<file path="config.mk">
export PLATFORM = sky130hd
export DESIGN_NAME = maze_grid_mem_flat
export DESIGN_NICKNAME = d
export VERILOG_FILES = /design/src/rtl/maze_grid_mem_if.sv /design/src/rtl/maze_grid_mem.sv /design/src/flat_wrapper.sv
export SDC_FILE = /design/constraint.sdc
export NUM_CORES = 1
export LEC_CHECK = 0
export ABC_AREA = 1
export CORE_MARGIN = 5
export CORE_UTILIZATION = 25
export DETAILED_ROUTE_END_ITERATION = 8
export PLACE_DENSITY = 0.38
export RECOVER_POWER = 25
export SYNTH_ARGS = -nofsm -noshare
export SYNTH_HDL_FRONTEND = slang
export SYNTH_SLANG_ARGS = --single-unit
</file>
<file path="constraint.sdc">
create_clock -name clk -period 4.94 [get_ports clk]
set_clock_uncertainty 0.1 [all_clocks]
set_input_delay 0.741 -clock clk [delete_from_list [all_inputs] [get_ports clk]]
set_output_delay 0.741 -clock clk [all_outputs]
set_load 0.1 [all_outputs]
</file>
<file path="src/rtl/maze_grid_mem_if.sv">
// Solver-to-map bus: coordinates, read/write/neighbour requests and their results.
// Latency: none (wires only).
// Backpressure: none; the map reports busy and flags any request made while busy.
interface maze_grid_mem_if #(
  parameter int X_BITS = 4,
  parameter int Y_BITS = 4,
  parameter int CELL_W = 1
);
  logic              init_req;
  logic              busy;
  logic [X_BITS-1:0] x;
  logic [Y_BITS-1:0] y;
  logic              wr;
  logic [CELL_W-1:0] wdata;
  logic              rd;
  logic [CELL_W-1:0] rdata;
  logic              rvalid;
  logic              nbr_rd;
  logic [CELL_W-1:0] nbr_n;
  logic [CELL_W-1:0] nbr_e;
  logic [CELL_W-1:0] nbr_s;
  logic [CELL_W-1:0] nbr_w;
  logic              nbr_valid;
  logic              access_err;

  // Solver side: issues requests, consumes results.
  modport master (
    output init_req, x, y, wr, wdata, rd, nbr_rd,
    input  busy, rdata, rvalid, nbr_n, nbr_e, nbr_s, nbr_w, nbr_valid, access_err
  );

  // Map side: serves requests.
  modport slave (
    input  init_req, x, y, wr, wdata, rd, nbr_rd,
    output busy, rdata, rvalid, nbr_n, nbr_e, nbr_s, nbr_w, nbr_valid, access_err
  );
endinterface

</file>
<file path="src/rtl/maze_grid_mem.sv">
// Maze map storage: (x,y)-addressed cells, ROM-image init engine, single-cell read and 4-neighbour fetch.
// Latency: reads/neighbour fetches are registered, valid one edge after the request; init takes DEPTH edges.
// Backpressure: none; requests while busy are dropped and access_err pulses for one cycle.
module maze_grid_mem #(
  parameter int                              X_BITS    = 4,
  parameter int                              Y_BITS    = 4,
  parameter int                              CELL_W    = 1,
  parameter string                           INIT_FILE = "Mem.data",
  parameter logic [CELL_W-1:0]               OOB_VALUE = '1,
  // Inline ROM image (cell i at bits [i*CELL_W +: CELL_W]).
  parameter logic [(2**(X_BITS+Y_BITS))*CELL_W-1:0] ROM_INIT = '0
) (
  input  logic            clk,
  input  logic            rst,
  maze_grid_mem_if.slave  bus
);

  localparam int GW     = 2**X_BITS;
  localparam int GH     = 2**Y_BITS;
  localparam int DEPTH  = GW*GH;
  localparam int ADDR_W = X_BITS + Y_BITS;

  localparam logic [X_BITS-1:0] X_ONE  = 1;
  localparam logic [Y_BITS-1:0] Y_ONE  = 1;
  localparam logic [X_BITS-1:0] X_MAX  = '1;
  localparam logic [Y_BITS-1:0] Y_MAX  = '1;
  localparam logic [ADDR_W-1:0] A_ONE  = 1;
  localparam logic [ADDR_W-1:0] A_MAX  = '1;

  typedef enum logic {S_INIT, S_IDLE} state_t;

  state_t            r_state;
  state_t            w_state_nxt;
  logic [ADDR_W-1:0] r_cnt;
  logic [ADDR_W-1:0] w_cnt_nxt;

  // Working memory: never reset, filled by the init engine.
  logic [CELL_W-1:0] r_mem [DEPTH];

  logic              w_mem_we;
  logic [ADDR_W-1:0] w_mem_addr;
  logic [CELL_W-1:0] w_mem_dat;
  logic [CELL_W-1:0] w_rom_dat;

  logic              w_busy;
  logic              w_idle;
  logic [ADDR_W-1:0] w_idx;
  logic [CELL_W-1:0] w_n;
  logic [CELL_W-1:0] w_e;
  logic [CELL_W-1:0] w_s;
  logic [CELL_W-1:0] w_w;

  logic              r_rvalid;
  logic [CELL_W-1:0] r_rdata;
  logic              r_nbr_valid;
  logic [CELL_W-1:0] r_nbr_n;
  logic [CELL_W-1:0] r_nbr_e;
  logic [CELL_W-1:0] r_nbr_s;
  logic [CELL_W-1:0] r_nbr_w;
  logic              r_err;

  // Shadow ROM: read-only inline image.
  assign w_rom_dat = ROM_INIT[int'(r_cnt)*CELL_W +: CELL_W];

  assign w_busy = (r_state == S_INIT);
  assign w_idle = (r_state == S_IDLE);
  assign w_idx  = {bus.x, bus.y};

  // Neighbours never wrap: any step off the grid reads as a wall.
  assign w_n = (bus.y == '0)   ? OOB_VALUE : r_mem[{bus.x, bus.y - Y_ONE}];
  assign w_s = (bus.y == Y_MAX) ? OOB_VALUE : r_mem[{bus.x, bus.y + Y_ONE}];
  assign w_e = (bus.x == X_MAX) ? OOB_VALUE : r_mem[{bus.x + X_ONE, bus.y}];
  assign w_w = (bus.x == '0)   ? OOB_VALUE : r_mem[{bus.x - X_ONE, bus.y}];

  // State register: reset restarts the init copy from cell 0.
  always_ff @(posedge clk or posedge rst) begin
    if (rst) begin
      r_state <= S_INIT;
      r_cnt   <= '0;
    end else begin
      r_state <= w_state_nxt;
      r_cnt   <= w_cnt_nxt;
    end
  end

  // Next state and memory write port: init copy owns the port while busy, solver writes otherwise.
  always_comb begin
    w_state_nxt = r_state;
    w_cnt_nxt   = r_cnt;
    w_mem_we    = 1'b0;
    w_mem_addr  = w_idx;
    w_mem_dat   = bus.wdata;
    case (r_state)
      S_INIT: begin
        w_mem_we   = 1'b1;
        w_mem_addr = r_cnt;
        w_mem_dat  = w_rom_dat;
        w_cnt_nxt  = r_cnt + A_ONE;
        if (r_cnt == A_MAX) begin
          w_state_nxt = S_IDLE;
        end
      end
      default: begin
        w_mem_we = bus.wr;
        // Requests on the init_req edge are still served; the copy starts on the next edge.
        if (bus.init_req) begin
          w_state_nxt = S_INIT;
          w_cnt_nxt   = '0;
        end
      end
    endcase
  end

  // Single write port; reads elsewhere see the pre-edge contents (read-first).
  always_ff @(posedge clk) begin
    if (w_mem_we && !rst) begin
      r_mem[w_mem_addr] <= w_mem_dat;
    end
  end

  // Registered read, neighbour fetch and error pulse; data regs hold when not refreshed.
  always_ff @(posedge clk or posedge rst) begin
    if (rst) begin
      r_rvalid    <= 1'b0;
      r_rdata     <= '0;
      r_nbr_valid <= 1'b0;
      r_nbr_n     <= '0;
      r_nbr_e     <= '0;
      r_nbr_s     <= '0;
      r_nbr_w     <= '0;
      r_err       <= 1'b0;
    end else begin
      r_rvalid    <= w_idle & bus.rd;
      r_nbr_valid <= w_idle & bus.nbr_rd;
      r_err       <= w_busy & (bus.rd | bus.wr | bus.nbr_rd);
      if (w_idle && bus.rd) begin
        r_rdata <= r_mem[w_idx];
      end
      if (w_idle && bus.nbr_rd) begin
        r_nbr_n <= w_n;
        r_nbr_e <= w_e;
        r_nbr_s <= w_s;
        r_nbr_w <= w_w;
      end
    end
  end

  assign bus.busy       = w_busy;
  assign bus.rdata      = r_rdata;
  assign bus.rvalid     = r_rvalid;
  assign bus.nbr_n      = r_nbr_n;
  assign bus.nbr_e      = r_nbr_e;
  assign bus.nbr_s      = r_nbr_s;
  assign bus.nbr_w      = r_nbr_w;
  assign bus.nbr_valid  = r_nbr_valid;
  assign bus.access_err = r_err;

endmodule

</file>
<file path="src/flat_wrapper.sv">
// flat-port wrapper written by rule: the top's interface ports become plain ports
module maze_grid_mem_flat 
#(
  parameter int                              X_BITS    = 4,
  parameter int                              Y_BITS    = 4,
  parameter int                              CELL_W    = 1,
  parameter string                           INIT_FILE = "        ",
  parameter logic [CELL_W-1:0]               OOB_VALUE = '1,
                                                            
  parameter logic [(2**(X_BITS+Y_BITS))*CELL_W-1:0] ROM_INIT = '0
)
  (clk, rst, bus_init_req, bus_x, bus_y, bus_wr, bus_wdata, bus_rd, bus_nbr_rd, bus_busy, bus_rdata, bus_rvalid, bus_nbr_n, bus_nbr_e, bus_nbr_s, bus_nbr_w, bus_nbr_valid, bus_access_err);
  maze_grid_mem_if #(.X_BITS(X_BITS), .Y_BITS(Y_BITS), .CELL_W(CELL_W)) bus_i ();
  input  logic clk;
  input  logic rst;
  input wire logic [$bits(bus_i.init_req)-1:0] bus_init_req;
  input wire logic [$bits(bus_i.x)-1:0] bus_x;
  input wire logic [$bits(bus_i.y)-1:0] bus_y;
  input wire logic [$bits(bus_i.wr)-1:0] bus_wr;
  input wire logic [$bits(bus_i.wdata)-1:0] bus_wdata;
  input wire logic [$bits(bus_i.rd)-1:0] bus_rd;
  input wire logic [$bits(bus_i.nbr_rd)-1:0] bus_nbr_rd;
  output wire logic [$bits(bus_i.busy)-1:0] bus_busy;
  output wire logic [$bits(bus_i.rdata)-1:0] bus_rdata;
  output wire logic [$bits(bus_i.rvalid)-1:0] bus_rvalid;
  output wire logic [$bits(bus_i.nbr_n)-1:0] bus_nbr_n;
  output wire logic [$bits(bus_i.nbr_e)-1:0] bus_nbr_e;
  output wire logic [$bits(bus_i.nbr_s)-1:0] bus_nbr_s;
  output wire logic [$bits(bus_i.nbr_w)-1:0] bus_nbr_w;
  output wire logic [$bits(bus_i.nbr_valid)-1:0] bus_nbr_valid;
  output wire logic [$bits(bus_i.access_err)-1:0] bus_access_err;
  assign bus_i.init_req = bus_init_req;
  assign bus_i.x = bus_x;
  assign bus_i.y = bus_y;
  assign bus_i.wr = bus_wr;
  assign bus_i.wdata = bus_wdata;
  assign bus_i.rd = bus_rd;
  assign bus_i.nbr_rd = bus_nbr_rd;
  assign bus_busy = bus_i.busy;
  assign bus_rdata = bus_i.rdata;
  assign bus_rvalid = bus_i.rvalid;
  assign bus_nbr_n = bus_i.nbr_n;
  assign bus_nbr_e = bus_i.nbr_e;
  assign bus_nbr_s = bus_i.nbr_s;
  assign bus_nbr_w = bus_i.nbr_w;
  assign bus_nbr_valid = bus_i.nbr_valid;
  assign bus_access_err = bus_i.access_err;
  maze_grid_mem #(.X_BITS(X_BITS), .Y_BITS(Y_BITS), .CELL_W(CELL_W), .INIT_FILE(INIT_FILE), .OOB_VALUE(OOB_VALUE), .ROM_INIT(ROM_INIT)) u_core (.clk(clk), .rst(rst), .bus(bus_i));
endmodule
</file>
; ---- Yosys cells after proc, flatten, opt, wreduce, memory -nomap -nowiden
; Memory sizes are Yosys's and may differ from the RTL's. A register that Yosys moved wholly into a read port is not among the register bits.
; Index checks and enable logic that the tools add are counted.
[word_totals]
regBits = 16
mem_bits_rw = 256
word_cells = 46
mem_count = 1
[op_classes]
n_addsub = 5
eq_ne = 4
n_shift = 1
n_mux = 14
bitwise = 6
n_reduce_logical = 6
[mem_list]
columns = memory, words, width, rd, rd_ports_with_merged_regs, wr, line_no
row1 = u_core.r_mem, 256, 1, 5, 1, 1, maze_grid_mem.sv:38  ; logic [CELL_W-1:0] r_mem [DEPTH];
[op_table]
columns = op, count
row1 = "256-bit by 9-bit indexed part select with 1-bit output, first input constant", 1
row2 = 8-bit 2-to-1 mux, 3
row3 = 1-bit 2-to-1 mux, 11
row4 = "4-bit by 1-bit adder with 4-bit output, second input constant", 2
row5 = "8-bit by 1-bit adder with 8-bit output, second input constant", 1
row6 = "4-bit == test, second input constant", 2
row7 = "8-bit == test, second input constant", 1
row8 = 4-bit logical NOT, 2
row9 = "4-bit by 1-bit subtractor with 4-bit output, second input constant", 2
row10 = 1-bit AND, 3
row11 = 1-bit logical AND, 3
row12 = "2-bit inequality test, second input constant", 1
row13 = 1-bit bitwise OR, 2
row14 = 1-bit logical NOT, 1
row15 = 1-bit inverter, 1

; ---- Depth between registers and ports, before layout
; Gate-level depths: netlist of the first run.
[logic_depth]
ltp_word = 4
depth_mapped = 20

; ---- Worst setup path before layout of the first run
; No wires, ideal clock.
[synth_timing]
kind = input-to-reg
from = input port bus_wdata
to = memory u_core.r_mem[0] (data pin)
t_arrival_ps = 3534
required_time_ps = 4066
path_slack_ps = 532
path_stages = 2
n_path_buf = 0
path_cell_list = nand2_1 -> inv_1
[synth_via]
elab_chain_cells = 1
[synth_rtl]
columns = item, line_no
row1 = start: declaration, flat_wrapper.sv:20  ; input wire logic [$bits(bus_i.wdata)-1:0] bus_wdata;
row2 = 1-bit 2-to-1 mux, maze_grid_mem.sv:93  ; case (r_state)
row3 = via u_core.w_mem_dat, maze_grid_mem.sv:42  ; logic [CELL_W-1:0] w_mem_dat;
row4 = end: declaration, maze_grid_mem.sv:38
; The timed path passes the listed nets, and every way through them passes these cells.

; ---- Final worst setup path of the first run
[layout_timing]
from = register u_core.r_state
to = memory u_core.r_mem[238] (data pin)
[layout_via]
elab_chain_cells = 1
[layout_rtl]
columns = item, line_no
row1 = start: declaration, maze_grid_mem.sv:32  ; state_t r_state;
row2 = start signal: assignment, maze_grid_mem.sv:81  ; r_state <= w_state_nxt;
row3 = 1-bit 2-to-1 mux, maze_grid_mem.sv:93
row4 = via u_core.w_mem_dat, maze_grid_mem.sv:42
; The timed path passes the listed nets, and every way through them passes these cells.

==> results of run 1 <==
-- synthesized netlist by cell type (all sizes together) --
cell type	count
clkbuf	58
xnor2	2
and2	3
inv	222
o31ai	1
mux2i	2
nor4	1
nor3b	1
edfxtp	256
or2	17
buf	115
nand3b	1
o21bai	1
nand2	637
ha	5
a21oi	21
nor3	6
nand4	2
a31oi	2
o22ai	2
o211ai	103
xor2	6
dfrtp	17
nand3	431
nor2	323
o21ai	135
-- worst paths after layout --
path	startpoint	end	slack, ns
max reg2reg	u_core.r_state$_DFF_PP0_	u_core.r_mem[238]$_DFFE_PP_	1.12
min reg2reg	u_core.bus.rdata$_DFFE_PP0P_	u_core.bus.rdata$_DFFE_PP0P_	0.41
max	u_core.r_state$_DFF_PP0_	u_core.r_mem[238]$_DFFE_PP_	1.12
min in group asynchronous	rst	u_core.r_cnt[0]$_DFFE_PP0P_	0.72
min	u_core.bus.rdata$_DFFE_PP0P_	u_core.bus.rdata$_DFFE_PP0P_	0.41
max in group asynchronous	rst	u_core.r_cnt[4]$_DFFE_PP0P_	3.53
-- kinds of logic after synthesis --
family | Yosys count | share of synthesized area [%]
AND/OR/NAND/NOR | 1422 | 34.2
adder cells (fa/ha/maj) | 5 | 0.356
buffers and inverters | 395 | 9.31
XOR/XNOR | 8 | 0.592
flip-flops | 273 | 46.2
AO/OA/AOI/OAI | 265 | 9.19
multiplexers | 2 | 0.114
-- worst max-delay path, cell delays in order (launching register included) --
cell and delay, ns:
dfrtp_1 0.73, nand2_1 0.27, clkinvlp_4 1.54, buf_12 0.74
-- flip-flops by register name, summed over array words and instances, names as in the netlist --
register and count:
u_core.bus.access_err 1, u_core.bus.nbr_e 1, u_core.bus.nbr_n 1, u_core.bus.nbr_s 1
u_core.bus.nbr_valid 1, u_core.bus.nbr_w 1, u_core.bus.rdata 1, u_core.bus.rvalid 1
u_core.r_cnt 8, u_core.r_mem 256, u_core.r_state 1
-- power by group --
part	switching, W	internal [W]	total (W)
Sequential	0.0000456	0.00256	0.00261
Combinational	0.00128	0.000365	0.00165
Clock	0.00108	0.00155	0.00264
Total	0.00241	0.00448	0.00689
-- per-stage QoR --
| stage | power, W | instances | setup slack, ns | cell area, sq um |
|---|---|---|---|---|
| final | 0.00689 | 3265 | 1.12 | 19700 |
| after global routing | 0.00719 | 3265 | 0.724 | 19700 |
| after CTS | 0.00697 | 3265 | 1.18 | 19700 |
| after detailed placement | 0.00431 | 3202 | 1.00 | 18600 |
| after global placement | 0.00430 | 3202 | 0.973 | 18600 |
| after floorplan | 0.00367 | 2370 | 0.532 | 17600 |
-- layout by cell type, fill, tap and decap left out, types with 3 or more instances in the layout --
cell,count
o211ai_1,103
nor3_1,4
nand2_2,4
edfxtp_1,256
clkinv_2,7
xor2_1,3
dfrtp_1,17
clkbuf_16,37
nand3_1,425
o21ai_0,134
nand3_2,6
buf_12,6
clkdlybuf4s50_1,19
nand2_1,633
bufinv_16,3
or2_2,17
and2_1,3
a21oi_1,19
clkbuf_1,7
ha_1,4
nor2_1,321
clkinv_1,6
buf_4,36
inv_1,212
inv_2,7
-- layout make-up --
type / count / area, sq um / area share (%)
Inverter: 222 / 842 / 4.27
Sequential cell: 273 / 8110 / 41.1
Multi-Input combinational cell: 1702 / 7840 / 39.8
Tap cell: 940 / 1180 / 5.96
Clock inverter: 17 / 155 / 0.787
Timing Repair Buffer: 65 / 616 / 3.12
Clock buffer: 46 / 980 / 4.97
-- layer usage --
layer,share of wire (%),wire length [um]
met3,5.1,3660
met4,2.3,1620
met5,0,0
met1,45,32400
met2,48,34300
==> flow_metrics.py, run 1 <==
metrics = {
    "global_routing": {
        "grt-ovfl-total": 0,
        "grt_max_degree": 209,
        "met2_usage_pct": 31.8,
        "met3_usage_pct": 2.57,
        "grt_pass1_wl_mm": 105,
        "gr-usage-all-layers_pct": 18.7,
        "met1_usage_pct": 25.3,
        "antenna_found_initial": 0,
        "gr-max-usage-layer": "met2",
        "first_global_vias": 15500,
    },
    "sta": {
        "hold_violations": 0,
        "setup_viol": 0,
        "maxSlewHeadroom_pct": -35.3,
        "drv_slew": 117,
        "fmax_ghz": 0.262,
        "holdWs_ns": 0.406,
        "fin_tns_setup_ns": 0,
        "period_needed_ns": 3.82,
        "rsz0062_at_grt": "false",
        "worst_pin_slew_ns": 2.03,
        "fin_crit_sh_pct": 77.3,
    },
    "clock_network": {
        "cts.sinks": 273,
        "postCtsSetupRepairBufs": 0,
        "clk_path_buf_depth": 3,
        "clk_pin_slew_ns": 0.05,
        "cts_resized": 0,
        "cts_root_buffer": "clkbuf_16",
        "cts_hold_buf": 0,
        "clk_latency_ns": 0.55,
        "h-tree-depth": 2,
        "cts_buffers": 36,
        "cts_tree": "yes",
    },
    "placement": {
        "portBuffers": 23,
        "gp_congestion": 0.859,
        "place_hpwl_mm": 43.2,
    },
    "power_and_ir_drop": {
        "vdd_drop_max_v": 0.000188,
        "power.leakage_nw": 7.64,
        "power.density_mw_per_mm2": 349,
    },
    "synthesis": {
        "yosysWarnings": 0,
        "yosys.area.top_type": "edfxtp_1",
        "yosysSeqAreaShare_pct": 46.2,
        "synth_area_sq_mm": 0.0176,
        "synth_top_area_share_pct": 43.8,
        "syn-instance-count": 2370,
        "synth.avg_cell_area_sq_um": 7.41,
        "syn-num-nets": 2390,
        "synth-seq-cells": 273,
        "synth_area_leaders": "edfxtp_1 (44%), nand2_1 (14%), nand3_1 (12%), nor2_1 (6.9%), inv_1 (4.6%)",
        "synth_cell_types": 40,
    },
    "final_layout": {
        "n_fill_cell": 7586,
        "diodes": 0,
        "drive_gt1_share_pct": 6.19,
        "nets": 2320,
        "area_delta_synth_final_pct": 12.3,
        "finish.utilization_pct": 28.3,
    },
    "outcome": {
        "status": "finished, violations left",
        "violations": "max-capacitance violations, max-slew violations",
    },
    "routing": {
        "drc": 0,
        "detail-route-antenna-nets": 0,
        "wl_mm": 72.0,
        "vias": 16300,
        "drtIter0Drc": 1486,
        "wl_per_cell_um": 22.1,
        "viasPerCell": 4.99,
        "firstDrtPassIters": 5,
    },
    "setup_path": {
        "worst_ep_required_time_ns": 5.07,
        "reg2regPathDepth": 3,
        "critical_path_class": "reg2reg",
        "cp-start-kind": "flop",
        "endpoint_kind": "flop",
        "worst-path-max-fanout": 118,
        "critPathArrivalTime_ns": 3.95,
    },
    "floorplan": {
        "die_area_sq_mm": 0.0756,
        "die_x_um": 275,
        "initial_core_util_pct": 25.2,
        "die_height_um": 275,
        "num_io_pins": 24,
        "core_area_sq_mm": 0.0698,
        "row_count": 97,
    },
    "min_path": {
        "whs_path_depth": 2,
        "hold_path_class": "reg2reg",
    },
    "run": {
        "drv_cap": 1,
    },
}
Power figures use the tool's default switching activity.
==> run 2: changes to the inputs <==
==> constraint.sdc (replaced) <==
create_clock -name clk -period 3.6 [get_ports clk]
set_clock_uncertainty 0.1 [all_clocks]
set_input_delay 0.54 -clock clk [delete_from_list [all_inputs] [get_ports clk]]
set_output_delay 0.54 -clock clk [all_outputs]
set_load 0.1 [all_outputs]
==> flow_metrics.py, run 2 (synthesis results as in run 1) <==
metrics = {
    "outcome": {
        "status": "finished clean",
    },
    "routing": {
        "viasPerCell": 4.93,
        "vias": 16400,
        "wl_per_cell_um": 21.7,
        "firstDrtPassIters": 5,
        "drc": 0,
        "wl_mm": 71.8,
        "detail-route-antenna-nets": 0,
        "drtIter0Drc": 1487,
    },
    "final_layout": {
        "n_fill_cell": 7604,
        "most-common-layout-cells": "nand2_1 (633), nand3_1 (425), nor2_1 (321)",
        "multi_input_area_sq_mm": 0.00784,
        "drive_gt1_share_pct": 8.13,
        "reg_top3": "u_core.r_mem (256), u_core.r_cnt (8)",
        "layout_commonest_cell": "nand2_1",
        "diodes": 0,
        "regArea_sq_mm": 0.00811,
        "fin_area_sq_mm": 0.0202,
        "largest_register_ffs": 256,
        "area_delta_synth_final_pct": 15.0,
        "regMostFlops": "u_core.r_mem",
        "nets": 2368,
    },
    "setup_path": {
        "endpoint_kind": "flop",
        "worst_ep_required_time_ns": 4.00,
        "startpoint": "bus_y[3]",
        "critical-path-slowest-cell": "clkdlybuf4s50_1",
        "critical_path_class": "in2reg",
        "reg2regPathDepth": 3,
        "ff2ff_setup_slack_ns": 0.99,
        "path_cells": "clkdlybuf4s50_1 -> inv_1 -> buf_4 -> nand3_1 -> and2_1 -> o21ai_0 -> buf_4 -> a21oi_1 -> nand2_1 -> nand3_1 -> nand2_1",
        "worst-path-max-fanout": 19,
        "critPathArrivalTime_ns": 3.42,
        "cp-start-kind": "primary input",
        "slowest_delay_ns": 0.59,
        "r2r-end": "u_core.r_mem[208]$_DFFE_PP_",
        "timing.rr.start": "u_core.r_state$_DFF_PP0_",
    },
    "sta": {
        "fmax_ghz": 0.331,
        "maxSlewHeadroom_pct": 1.94,
        "fin_tns_setup_ns": 0,
        "drv_slew": 0,
        "hold_violations": 0,
        "rsz0062_at_grt": "false",
        "setup_viol": 0,
        "fin_crit_sh_pct": 83.9,
        "period_needed_ns": 3.02,
        "worst_pin_slew_ns": 1.47,
    },
    "min_path": {
        "min_from": "u_core.bus.rdata$_DFFE_PP0P_",
        "whs_path_depth": 2,
        "whs_endpoint": "u_core.bus.rdata$_DFFE_PP0P_",
        "hold_path_class": "reg2reg",
    },
    "floorplan": {
        "initial_core_util_pct": 25.2,
        "die_area_sq_mm": 0.0756,
        "die_x_um": 275,
        "die_height_um": 275,
        "num_io_pins": 24,
        "row_count": 97,
        "core_area_sq_mm": 0.0698,
    },
    "clock_network": {
        "clk_latency_ns": 0.56,
        "clk_pin_slew_ns": 0.06,
        "cts.sinks": 273,
        "cts_tree": "yes",
        "cts_buffers": 37,
        "postCtsSetupRepairBufs": 0,
        "cts_resized": 0,
        "clk_path_buf_depth": 3,
        "cts_hold_buf": 0,
        "h-tree-depth": 2,
        "cts_root_buffer": "clkbuf_16",
    },
    "placement": {
        "dpl_cell_area_sq_mm": 0.0190,
        "portBuffers": 23,
        "gp_congestion": 0.849,
        "place_hpwl_mm": 45.2,
    },
    "global_routing": {
        "grt_max_degree": 130,
        "first_global_vias": 15700,
        "gr-usage-all-layers_pct": 18.8,
        "grt_pass1_wl_mm": 106,
        "grt-ovfl-total": 0,
        "antenna_found_initial": 2,
    },
    "power_and_ir_drop": {
        "power.density_mw_per_mm2": 483,
        "vdd_drop_max_v": 0.000257,
        "power.leakage_nw": 7.90,
    },
    "run": {
        "drv_cap": 0,
    },
}
## run 2: final cells by class
class	instances	share of cell area (%)
Timing Repair Buffer	112	4.97
Inverter	222	4.16
Clock inverter	18	0.948
Tap cell	940	5.83
Clock buffer	48	5.05
Multi-Input combinational cell	1702	38.8
Sequential cell	273	40.2
## run 2: worst max-delay path by stage
stage | end | slack, ns | cells past startpoint
floorplan | u_core.r_mem[0]$_DFFE_PP_ | 0.30 | 4
global placement | u_core.bus.rdata$_DFFE_PP0P_ | 0.21 | 11
finish | u_core.bus.rdata$_DFFE_PP0P_ | 0.58 | 11
CTS | bus_nbr_s | 0.73 | 1
detailed placement | u_core.bus.rdata$_DFFE_PP0P_ | 0.15 | 11
global route | u_core.bus.rdata$_DFFE_PP0P_ | 0.62 | 11
## run 2: power breakdown
group / leakage (nW) / internal, W / switching, W / total [W]
registers: 2.57 / 0.00352 / 0.0000668 / 0.00358
clock network: 0.589 / 0.00228 / 0.00153 / 0.00382
logic: 4.74 / 0.000596 / 0.00176 / 0.00235
## run 2: worst max-delay path: cells and delay by family
kind                   cells  cell delay, ns
AO/OA/AOI/OAI              2            0.62
buffers and inverters      4            1.51
AND/OR/NAND/NOR            5            0.73
## run 2: metal layers
| metal | up-vias | share of wire [%] | global-route usage (%) |
|---|---|---|---|
| met3 | 94 | 5.4 | 2.37 |
| met4 | 0 | 2.6 | 4.98 |
| met1 | 7970 | 46 | 26.5 |
| met5 | - | 0 | 0 |
| met2 | 472 | 46 | 30.6 |
| li1 | 7816 | - | - |
## run 2: stage by stage
stage / hold slack, ns / util [%] / power, W / worst slack, ns / cells
after floorplan: 0.366 / - / 0.00504 / 0.297 / 2370
after CTS: 0.381 / 29.0 / 0.00987 / 0.731 / 3315
after detailed placement: 0.391 / 27.2 / 0.00601 / 0.147 / 3249
after global placement: 0.374 / 27.2 / 0.00601 / 0.212 / 3249
final: 0.391 / 28.9 / 0.00975 / 0.578 / 3315
after global routing: 0.431 / 28.9 / 0.0102 / 0.622 / 3315
